**config.mk**
```make
export PLATFORM = sky130hd
export DESIGN_NAME = mux2_burst_arbiter
export DESIGN_NICKNAME = d
export VERILOG_FILES = /design/src/rtl/mux2_burst_arbiter.sv
export SDC_FILE = /design/constraint.sdc
export NUM_CORES = 1
export LEC_CHECK = 0
export ABC_AREA = 1
export CAP_MARGIN = 20
export CORE_ASPECT_RATIO = 1.75
export CORE_MARGIN = 10
export CORE_UTILIZATION = 40
export DETAILED_ROUTE_END_ITERATION = 10
export PLACE_DENSITY_LB_ADDON = 0.15
export SLEW_MARGIN = 5
export SYNTH_ARGS = -nofsm -noshare
export SYNTH_HDL_FRONTEND = slang
export SYNTH_SLANG_ARGS = --single-unit
```
**constraint.sdc**
```tcl
create_clock -name clk -period 3.13 [get_ports clk]
set_clock_uncertainty 0.05 [all_clocks]
set_input_delay 0.4695 -clock clk [delete_from_list [all_inputs] [get_ports clk]]
set_output_delay 0.4695 -clock clk [all_outputs]
set_load 0.02 [all_outputs]
```
**src/rtl/mux2_burst_arbiter.sv**
```systemverilog
// mux2_burst_arbiter
//   Round-robin burst arbiter sharing one registered 8-bit output channel
//   between requesters A and B. A requester keeps the channel for up to
//   MAX_BURST beats and then yields if the other side is waiting. Switching
//   between A and B is direct, with no IDLE cycle in between.
//
//   state   | meaning
//   --------+------------------------------------------------------------
//   IDLE    | no owner; both grants low, sel holds its last value
//   GRANT_A | A owns the channel: gnt_a=1, sel=0
//   GRANT_B | B owns the channel: gnt_b=1, sel=1
//
// Ports
//   clk        system clock, rising edge
//   rst_n      asynchronous active-low reset
//   req_a/b    requester has a byte on data_a/b (level)
//   data_a/b   requester data
//   out_ready  downstream accepts a byte this cycle (0 = stall)
//   gnt_a/b    registered, state-decoded grants
//   sel        datapath select (0 = A, 1 = B)
//   out_valid  one-cycle strobe for out_data
//   out_data   registered transferred byte
//   beat_cnt   beats completed in the current burst
module mux2_burst_arbiter #(
  parameter int MAX_BURST = 4,
  parameter int CNT_W     = 8
) (
  input  logic             clk,
  input  logic             rst_n,
  input  logic             req_a,
  input  logic [7:0]       data_a,
  input  logic             req_b,
  input  logic [7:0]       data_b,
  input  logic             out_ready,
  output logic             gnt_a,
  output logic             gnt_b,
  output logic             sel,
  output logic             out_valid,
  output logic [7:0]       out_data,
  output logic [CNT_W-1:0] beat_cnt
);

  typedef enum logic [1:0] {
    IDLE    = 2'd0,
    GRANT_A = 2'd1,
    GRANT_B = 2'd2
  } state_t;

  state_t state;
  // 1 = B was served last, so A wins the next tie
  logic   last_b;

  logic beat_a;
  logic beat_b;
  logic beat;
  logic quota;

  assign beat_a = (state == GRANT_A) && req_a && out_ready;
  assign beat_b = (state == GRANT_B) && req_b && out_ready;
  assign beat   = beat_a || beat_b;
  // this beat is the last one allowed in the current burst
  assign quota  = beat && (beat_cnt == CNT_W'(MAX_BURST - 1));

  always_ff @(posedge clk or negedge rst_n) begin
    if (!rst_n) begin
      state     <= IDLE;
      last_b    <= 1'b1;
      gnt_a     <= 1'b0;
      gnt_b     <= 1'b0;
      sel       <= 1'b0;
      out_valid <= 1'b0;
      out_data  <= 8'h00;
      beat_cnt  <= '0;
    end else begin
      out_valid <= beat;
      if (beat) begin
        out_data <= beat_b ? data_b : data_a;
      end

      case (state)
        IDLE: begin
          if (req_a && (!req_b || last_b)) begin
            state    <= GRANT_A;
            gnt_a    <= 1'b1;
            gnt_b    <= 1'b0;
            sel      <= 1'b0;
            beat_cnt <= '0;
          end else if (req_b) begin
            state    <= GRANT_B;
            gnt_a    <= 1'b0;
            gnt_b    <= 1'b1;
            sel      <= 1'b1;
            beat_cnt <= '0;
          end
        end

        GRANT_A: begin
          if (!req_a || quota) begin
            last_b <= 1'b0;
            if (req_b) begin
              state    <= GRANT_B;
              gnt_a    <= 1'b0;
              gnt_b    <= 1'b1;
              sel      <= 1'b1;
              beat_cnt <= '0;
            end else if (!req_a) begin
              state    <= IDLE;
              gnt_a    <= 1'b0;
              gnt_b    <= 1'b0;
              beat_cnt <= '0;
            end else begin
              // quota reached but nobody else waiting: start a fresh burst
              beat_cnt <= '0;
            end
          end else if (beat) begin
            beat_cnt <= beat_cnt + 1'b1;
          end
        end

        GRANT_B: begin
          if (!req_b || quota) begin
            last_b <= 1'b1;
            if (req_a) begin
              state    <= GRANT_A;
              gnt_a    <= 1'b1;
              gnt_b    <= 1'b0;
              sel      <= 1'b0;
              beat_cnt <= '0;
            end else if (!req_b) begin
              state    <= IDLE;
              gnt_a    <= 1'b0;
              gnt_b    <= 1'b0;
              beat_cnt <= '0;
            end else begin
              beat_cnt <= '0;
            end
          end else if (beat) begin
            beat_cnt <= beat_cnt + 1'b1;
          end
        end

        default: begin
          state    <= IDLE;
          gnt_a    <= 1'b0;
          gnt_b    <= 1'b0;
          beat_cnt <= '0;
        end
      endcase
    end
  end

endmodule

```
==> results.yml, run 1 <==
outcome:
  status: "finished, final reports clean"
grt:
  grt_pass1_wl_mm: 5.98
  grt_max_degree: 24
  grt-ovfl-total: 0
  grtUsageTotal_pct: 11.3
  grt_pass1_vias: 1307
  antenna_found_initial: 0
finish:
  num_antenna_cells: 0
  finalNetCount: 256
  fillCellCount: 306
  drive_gt1_share_pct: 5.68
  fin_util_pct: 57.4
  area_growth_pct: 36.0
  stdcell_count: 272
clocking:
  clkSinkCount: 23
  cts-htree-levels: 1
  path_clk_slew_ns: 0.08
  cts_buffers: 3
  postCtsHoldBufs: 0
  clock_latency_ns: 0.25
  cts_resized: 0
  cts_buffer_depth: 2
  clock-root-buffer: "clkbuf_8"
  cts_setup_buffers: 0
  cts_tree: "done"
routing:
  routedWlPerCell_um: 12.4
  viasPerCell: 4.60
  ant_nets: 0
  first_pass_iters: 3
  drtIter0Drc: 25
  drc: 0
  num_vias: 1251
  wirelength_mm: 3.37
min_path:
  worstHoldStart: "out_data[2]"
  min_path_type: "reg2reg"
floorplanning:
  core_um2: 3210
  start_util_pct: 42.2
  die_h_um: 97.0
  num_rows: 27
  die_x_um: 64.0
  die_area_um2: 6200
  io_pins: 41
critical_path:
  cp-end-kind: "output pin"
  r2r_start: "state[0]"
  worst-path-buf-inv: 1
  crit_chain: "clkdlybuf4s50_1"
  crit_path_max_incr_delay_ns: 0.66
  critPathMaxFanout: 6
  startpoint: "beat_cnt[3]"
  slowest_stage: "clkdlybuf4s50_1"
  crit_type: "reg2out"
  startpoint_type: "flip-flop"
  arrival_ns: 1.37
  critPathTopFamily: "buffers and inverters"
  worstPathRequired_ns: 2.61
logic_synthesis:
  yosys_warnings: 0
  syn_nets: 212
  seq_area_frac_synth_pct: 42.6
  ys_ff_latch: 23
  syn_area_um2: 1350
  syn_avg_cell_area_um2: 7.28
  syn_inst: 186
  synth.distinct_cells: 22
place:
  post-dp-hpwl_mm: 2.70
  place.gp.congestion: 0.793
  port_buffers: 40
  dp_cells: 268
timing:
  finalCriticalPeriod_ns: 1.89
  period_share_pct: 60.4
  fmax_ghz: 0.529
  slew_headroom_pct: 79.4
  hold_ws_ns: 0.431
  maxSlewViolCount: 0
  fin_tns_setup_ns: 0
  tightestPinTransition_ns: 0.309
  hold_viol: 0
  setup_viol: 0
  rsz0062_at_grt: "no"
power_and_ir_drop:
  power.total_uw: 1300
  p_leak_uw: 0.000922
  peakVddDrop_uv: 405
  p_per_area_nw_per_um2: 704
run:
  cap_violations: 0
[synthesized netlist by cell type]
library cell  count  area, um^2
nand3_4           1        17.5
clkbuf_1          1        3.75
nand2_4           1        11.3
nor2_1           17        63.8
o21ai_1           2        10.0
nand4_1           4        25.0
inv_2             1        3.75
nand3_1           8        40.0
or2_2             1        6.26
a21oi_1           3        15.0
nand3_2           3        30.0
dfrtp_1          22         551
o21bai_1          1        7.51
nand2_1          69         259
xnor2_1           1        8.76
a21oi_2           1        8.76
ha_1              5        62.6
dfstp_2           1        26.3
o21ai_0          18        90.1
buf_8             1        15.0
xor2_1            1        8.76
inv_1            24        90.1
[cell type report]
cell class              count  area [um^2]  area share, %
repair buffers             41          408           22.1
flip-flops and latches     23          577           31.3
multi-input cells         136          664           36.1
clock buffers               4         45.0           2.45
well taps                  43         53.8           2.92
inverters                  25         93.8           5.10
[logic make-up after synthesis]
logic type,count (synthesis),synth area share [%]
buffers and inverters,27,8.32
adders and majority gates,5,4.62
and+or+nand+nor,104,33.5
DFF,23,42.6
xor gates and xnor gates,2,1.29
AOI/OAI and AO/OA,25,9.70
[state kept, by name, summed over array words and instances, names as in the netlist]
| name | cells |
|---|---|
| sel | 1 |
| last_b | 1 |
| state | 2 |
| beat_cnt | 8 |
| gnt_b | 1 |
| gnt_a | 1 |
| out_valid | 1 |
| out_data | 8 |
[worst paths after layout]
| kind | endpoint | slack (ns) | cells past startpoint |
|---|---|---|---|
| setup / recovery | beat_cnt[3] | 1.24 | 1 |
| hold / removal | out_data[2] | 0.43 | 2 |
| setup reg to reg | beat_cnt[2] | 1.40 | 7 |
| hold reg to reg | out_data[2] | 0.43 | 2 |
| max in group asynchronous | last_b | 2.23 | 2 |
| min in group asynchronous | beat_cnt[4] | 0.51 | 2 |
[routing by layer]
layer,global-route usage [%],wire [um],part of all wire [%],vias to the layer above
li1,-,-,-,664
met1,12.1,1360,40,564
met2,20.7,1810,54,21
met3,3.34,171,5.1,2
met4,2.52,26,0.77,0
met5,0,0,0,-
[power by group]
part / internal [uW] / total, uW / switching, uW
logic: 281 / 655 / 375
registers: 398 / 462 / 64.2
clock network: 90.5 / 179 / 89.0
total: 769 / 1300 / 528
[layout by cell type, fill, tap and decap left out, drive strengths merged]
| cell type | count |
|---|---|
| a21oi | 4 |
| buf | 1 |
| clkbuf | 4 |
| clkdlybuf4s50 | 40 |
| dfrtp | 22 |
| dfstp | 1 |
| ha | 5 |
| inv | 25 |
| nand2 | 70 |
| nand3 | 12 |
| nand4 | 4 |
| nor2 | 17 |
| o21ai | 20 |
| o21bai | 1 |
| or2 | 1 |
| xnor2 | 1 |
| xor2 | 1 |
[per-stage QoR]
stage | area [um^2] | worst slack [ns]
4_1_cts | 1840 | 1.21
5_1_grt | 1840 | 1.18
3_5_place_dp | 1800 | 1.08
2_1_floorplan | 1350 | 1.66
3_3_place_gp | 1800 | 1.12
6_report | 1840 | 1.24
No activity file was read; power rests on OpenSTA's default activity.
==> run 2: changes to the inputs <==
==> constraint.sdc (replaced) <==
create_clock -name clk -period 1.97 [get_ports clk]
set_clock_uncertainty 0.05 [all_clocks]
set_input_delay 0.2955 -clock clk [delete_from_list [all_inputs] [get_ports clk]]
set_output_delay 0.2955 -clock clk [all_outputs]
set_load 0.02 [all_outputs]
==> run 2 against run 1 <==
Register-to-register slack got worse by 1.1 ns; final cell count rose by 0.74%; wire length is 1.4% lower; clock power is 58% higher; critical path depth is the same; final area up 0.81%; worst setup slack worse by 0.94 ns; die area stayed put; core utilization is 0.47 points higher; critical endpoint unchanged; largest cell class unchanged; highest routed layer unchanged.
==> results.yml, run 2 (same netlist as run 1, synthesis figures left out) <==
clocking:
  clkSinkCount: 23
  cts_buffers: 3
  cts_resized: 0
  cts_buffer_depth: 2
  path_clk_slew_ns: 0.08
  cts_tree: "done"
  postCtsHoldBufs: 0
  cts_setup_buffers: 0
  clock_latency_ns: 0.25
  clock-root-buffer: "clkbuf_8"
  cts-htree-levels: 1
timing:
  hold_viol: 0
  finalCriticalPeriod_ns: 1.67
  setup_viol: 0
  tightestPinTransition_ns: 0.301
  fin_tns_setup_ns: 0
  rsz0062_at_grt: "no"
  slew_headroom_pct: 79.9
  fmax_ghz: 0.599
  period_share_pct: 84.8
  maxSlewViolCount: 0
  hold_ws_ns: 0.338
routing:
  wirelength_mm: 3.32
  num_vias: 1270
  drtIter0Drc: 54
  first_pass_iters: 4
  drc: 0
  viasPerCell: 4.64
  ant_nets: 0
  routedWlPerCell_um: 12.1
power_and_ir_drop:
  peakVddDrop_uv: 872
  power.total_uw: 2060
  p_per_area_nw_per_um2: 1110
  p_leak_uw: 0.000931
critical_path:
  crit_path_max_incr_delay_ns: 0.64
  crit_chain: "clkdlybuf4s50_1"
  cp-end-kind: "output pin"
  worstPathRequired_ns: 1.62
  startpoint_type: "flip-flop"
  critPathMaxFanout: 6
  worst-path-buf-inv: 1
  slowest_stage: "clkdlybuf4s50_1"
  reg2reg_depth: 7
  arrival_ns: 1.32
  crit_type: "reg2out"
  critPathTopFamily: "buffers and inverters"
  r2r_end: "beat_cnt[2]"
  r2r_start: "state[0]"
  worst-r2r-setup-slack_ns: 0.34
outcome:
  status: "finished, final reports clean"
floorplanning:
  die_area_um2: 6200
  io_pins: 41
  die_x_um: 64.0
  num_rows: 27
  core_um2: 3210
  die_h_um: 97.0
  start_util_pct: 42.2
finish:
  largestRegisters: "beat_cnt (8), out_data (8), state (2)"
  drive_gt1_share_pct: 6.49
  final_area_um2: 1860
  fillCellCount: 312
  finalNetCount: 258
  stdcell_count: 274
  final_cell_mix: "69 x nand2_1, 40 x clkdlybuf4s50_1, 24 x inv_1, 22 x dfrtp_1, 18 x o21ai_0"
  num_antenna_cells: 0
  area_growth_pct: 37.2
  layout_commonest_cell: "nand2_1"
grt:
  grt-ovfl-total: 0
  grt_pass1_wl_mm: 5.93
  grtUsageTotal_pct: 11.2
  antenna_found_initial: 0
  grt_max_degree: 24
  grt_pass1_vias: 1303
run:
  cap_violations: 0
place:
  post-dp-hpwl_mm: 2.68
  place_area_um2: 1810
  dp_cells: 270
  place.gp.congestion: 0.807
  port_buffers: 40
min_path:
  min_path_type: "in2async"
-- run 2: cell count changes in the layout (fill, tap and decap cells not counted) --
cell | before | now
buf_4 | 1 | 3
-- run 2: routing by layer --
layer	track usage, %	part of all wire (%)	routed length, um	vias to the layer above
met5	0	0	0	-
met4	2.86	0.78	26	0
met3	2.65	4.8	158	2
met2	21.0	56	1860	21
met1	11.7	38	1280	573
li1	-	-	-	674
-- run 2: area by class of cell --
class                           instances  area, um^2  share of cell area [%]
Inverter                               25        93.8                    5.05
Clock buffer                            4        45.0                    2.43
Timing Repair Buffer                   43         423                    22.8
Multi-Input combinational cell        136         664                    35.8
Sequential cell                        23         577                    31.1
Tap cell                               43        53.8                    2.90
-- run 2: power breakdown --
part	total [uW]	internal (uW)	switching, uW
combinational	1050	452	598
clock	282	144	138
sequential	726	632	94.4
-- run 2: worst max path at each step --
stage                     depth (start not counted)          end   startpoint  slack (ns)
after floorplan                                   8        gnt_a  beat_cnt[0]        0.50
after global placement                            8     state[0]        req_b        0.20
after detailed placement                          8        gnt_b        req_b        0.18
after CTS                                         1  beat_cnt[3]  beat_cnt[3]        0.28
after global routing                              7  beat_cnt[2]     state[0]        0.11
final                                             1  beat_cnt[3]  beat_cnt[3]        0.30
-- run 2: through the flow --
step | setup WS (ns) | util (%)
6_report | 0.300 | 57.9
3_3_place_gp | 0.197 | 56.5
4_1_cts | 0.282 | 57.9
2_1_floorplan | 0.500 | -
5_1_grt | 0.113 | 57.9
3_5_place_dp | 0.182 | 56.5
==> run 3: changes to the inputs <==
==> constraint.sdc (replaced) <==
create_clock -name clk -period 1.7 [get_ports clk]
set_clock_uncertainty 0.05 [all_clocks]
set_input_delay 0.255 -clock clk [delete_from_list [all_inputs] [get_ports clk]]
set_output_delay 0.255 -clock clk [all_outputs]
set_load 0.02 [all_outputs]
==> run 3 against run 2 <==
Global-route usage up 0.24 points; total power up 19%; critical path depth unchanged; sequential share of layout area down 1.2 points; combinational power up 22%; non-clock buffer count up 8; final cell count up 2.9%; die area unchanged; count of clock-buffer cells in the layout unchanged; clock power up 18%; via count up 1.6%; wire length up 2.8%; critical path type unchanged; critical endpoint is now beat_cnt[2].
==> results.yml, run 3 (same netlist as run 1, synthesis figures left out) <==
outcome:
  status: "finished, final reports clean"
routing:
  drc: 0
  first_pass_iters: 4
  drtIter0Drc: 38
  num_vias: 1290
  ant_nets: 0
  routedWlPerCell_um: 12.1
  wirelength_mm: 3.41
  viasPerCell: 4.57
timing:
  fmax_ghz: 0.616
  maxSlewViolCount: 0
  hold_viol: 0
  period_share_pct: 95.5
  fin_tns_setup_ns: 0
  tightestPinTransition_ns: 0.300
  setup_viol: 0
  timing.final.ws_setup_ns: 0.0762
  hold_ws_ns: 0.302
  slew_headroom_pct: 80.0
  rsz0062_at_grt: "no"
  finalCriticalPeriod_ns: 1.62
grt:
  grt_pass1_vias: 1307
  grt_pass1_wl_mm: 5.97
  antenna_found_initial: 0
  grtUsageTotal_pct: 11.4
  grt_max_degree: 24
  grt-ovfl-total: 0
finish:
  num_antenna_cells: 0
  fin_util_pct: 60.1
  area_growth_pct: 42.5
  final_cell_mix: "68 x nand2_1, 38 x clkdlybuf4s50_1, 23 x inv_1, 22 x dfrtp_1, 18 x o21ai_0"
  largestRegisters: "beat_cnt (8), out_data (8), state (2)"
  stdcell_count: 282
  drive_gt1_share_pct: 11.3
  layout_commonest_cell: "nand2_1"
  finalNetCount: 266
clocking:
  clock_latency_ns: 0.26
  clock-root-buffer: "clkbuf_8"
  path_clk_slew_ns: 0.08
  cts_buffer_depth: 2
  cts_tree: "done"
  cts-htree-levels: 1
  clkSinkCount: 23
  cts_buffers: 3
  postCtsHoldBufs: 0
floorplanning:
  die_x_um: 64.0
  num_rows: 27
  start_util_pct: 42.2
  die_h_um: 97.0
  io_pins: 41
  die_area_um2: 6200
  core_um2: 3210
critical_path:
  arrival_ns: 1.32
  reg2reg_depth: 7
  crit_path_max_incr_delay_ns: 0.63
  critPathMaxFanout: 6
  cp-end-kind: "output pin"
  worst-r2r-setup-slack_ns: 0.16
  crit_chain: "clkdlybuf4s50_1"
  worst-path-buf-inv: 1
  startpoint: "beat_cnt[2]"
  r2r_start: "state[1]"
  path_depth: 1
  r2r_end: "beat_cnt[1]"
  worstPathRequired_ns: 1.39
  crit_type: "reg2out"
  crit_end: "beat_cnt[2]"
  slowest_stage: "clkdlybuf4s50_1"
  critPathTopFamily: "buffers and inverters"
  startpoint_type: "flip-flop"
power_and_ir_drop:
  peakVddDrop_uv: 627
  p_leak_uw: 0.00100
  p_per_area_nw_per_um2: 1270
place:
  dp_cells: 277
  place.gp.congestion: 0.817
  port_buffers: 40
  dp_slack_ns: -0.0413
  post-dp-hpwl_mm: 2.77
min_path:
  min_path_type: "in2async"
run:
  cap_violations: 0
## run 3: cell count changes in the layout (fill, tap and decap cells not counted), moves of 2 or more
cell | before | now
ha_2 | 0 | 2
dlymetal6s2s_1 | 0 | 2
clkdlybuf4s50_1 | 40 | 38
ha_1 | 5 | 3
buf_4 | 3 | 11
## run 3: area by class of cell
| class | instances | area (um^2) |
|---|---|---|
| Tap cell | 43 | 53.8 |
| Sequential cell | 23 | 577 |
| Inverter | 25 | 93.8 |
| Clock buffer | 4 | 45.0 |
| Timing Repair Buffer | 51 | 488 |
| Multi-Input combinational cell | 136 | 672 |
| Fill cell | 313 | 1280 |
## run 3: how the worst min path moves through the flow
stage | from | to | slack, ns | cells past startpoint
after floorplan | rst_n | beat_cnt[0] | -0.09 | 0
after global placement | last_b | last_b | 0.41 | 2
after detailed placement | out_data[5] | out_data[5] | 0.41 | 2
after CTS | rst_n | out_data[4] | 0.30 | 2
after global routing | rst_n | beat_cnt[4] | 0.33 | 2
final | rst_n | beat_cnt[4] | 0.30 | 2
## run 3: what timing repair did
| item | CTS | global route |
|---|---|---|
| endpoints found under the setup margin | 0 | 13 |
| setup buffers | 0 | 1 |
| gates resized for setup | 0 | 6 |
## run 3: power breakdown
group | total, uW | switching (uW) | internal (uW)
logic | 1280 | 709 | 569
registers | 845 | 113 | 732
clock network | 333 | 166 | 167
total | 2460 | 988 | 1470
## run 3: routing by layer
layer / share of wire (%) / global-route usage [%] / vias up
met2: 55 / 21.1 / 23
met3: 4.1 / 2.65 / 2
met4: 0.79 / 3.87 / 0
li1: - / - / 688
met5: 0 / 0 / -
met1: 40 / 11.9 / 577
## run 3: through the flow
stage / power [uW] / instance area, um^2
global route: 2660 / 1930
finish: 2460 / 1930
CTS: 2480 / 1910
floorplan: 1590 / 1350
global placement: 2120 / 1860
detailed placement: 2140 / 1860
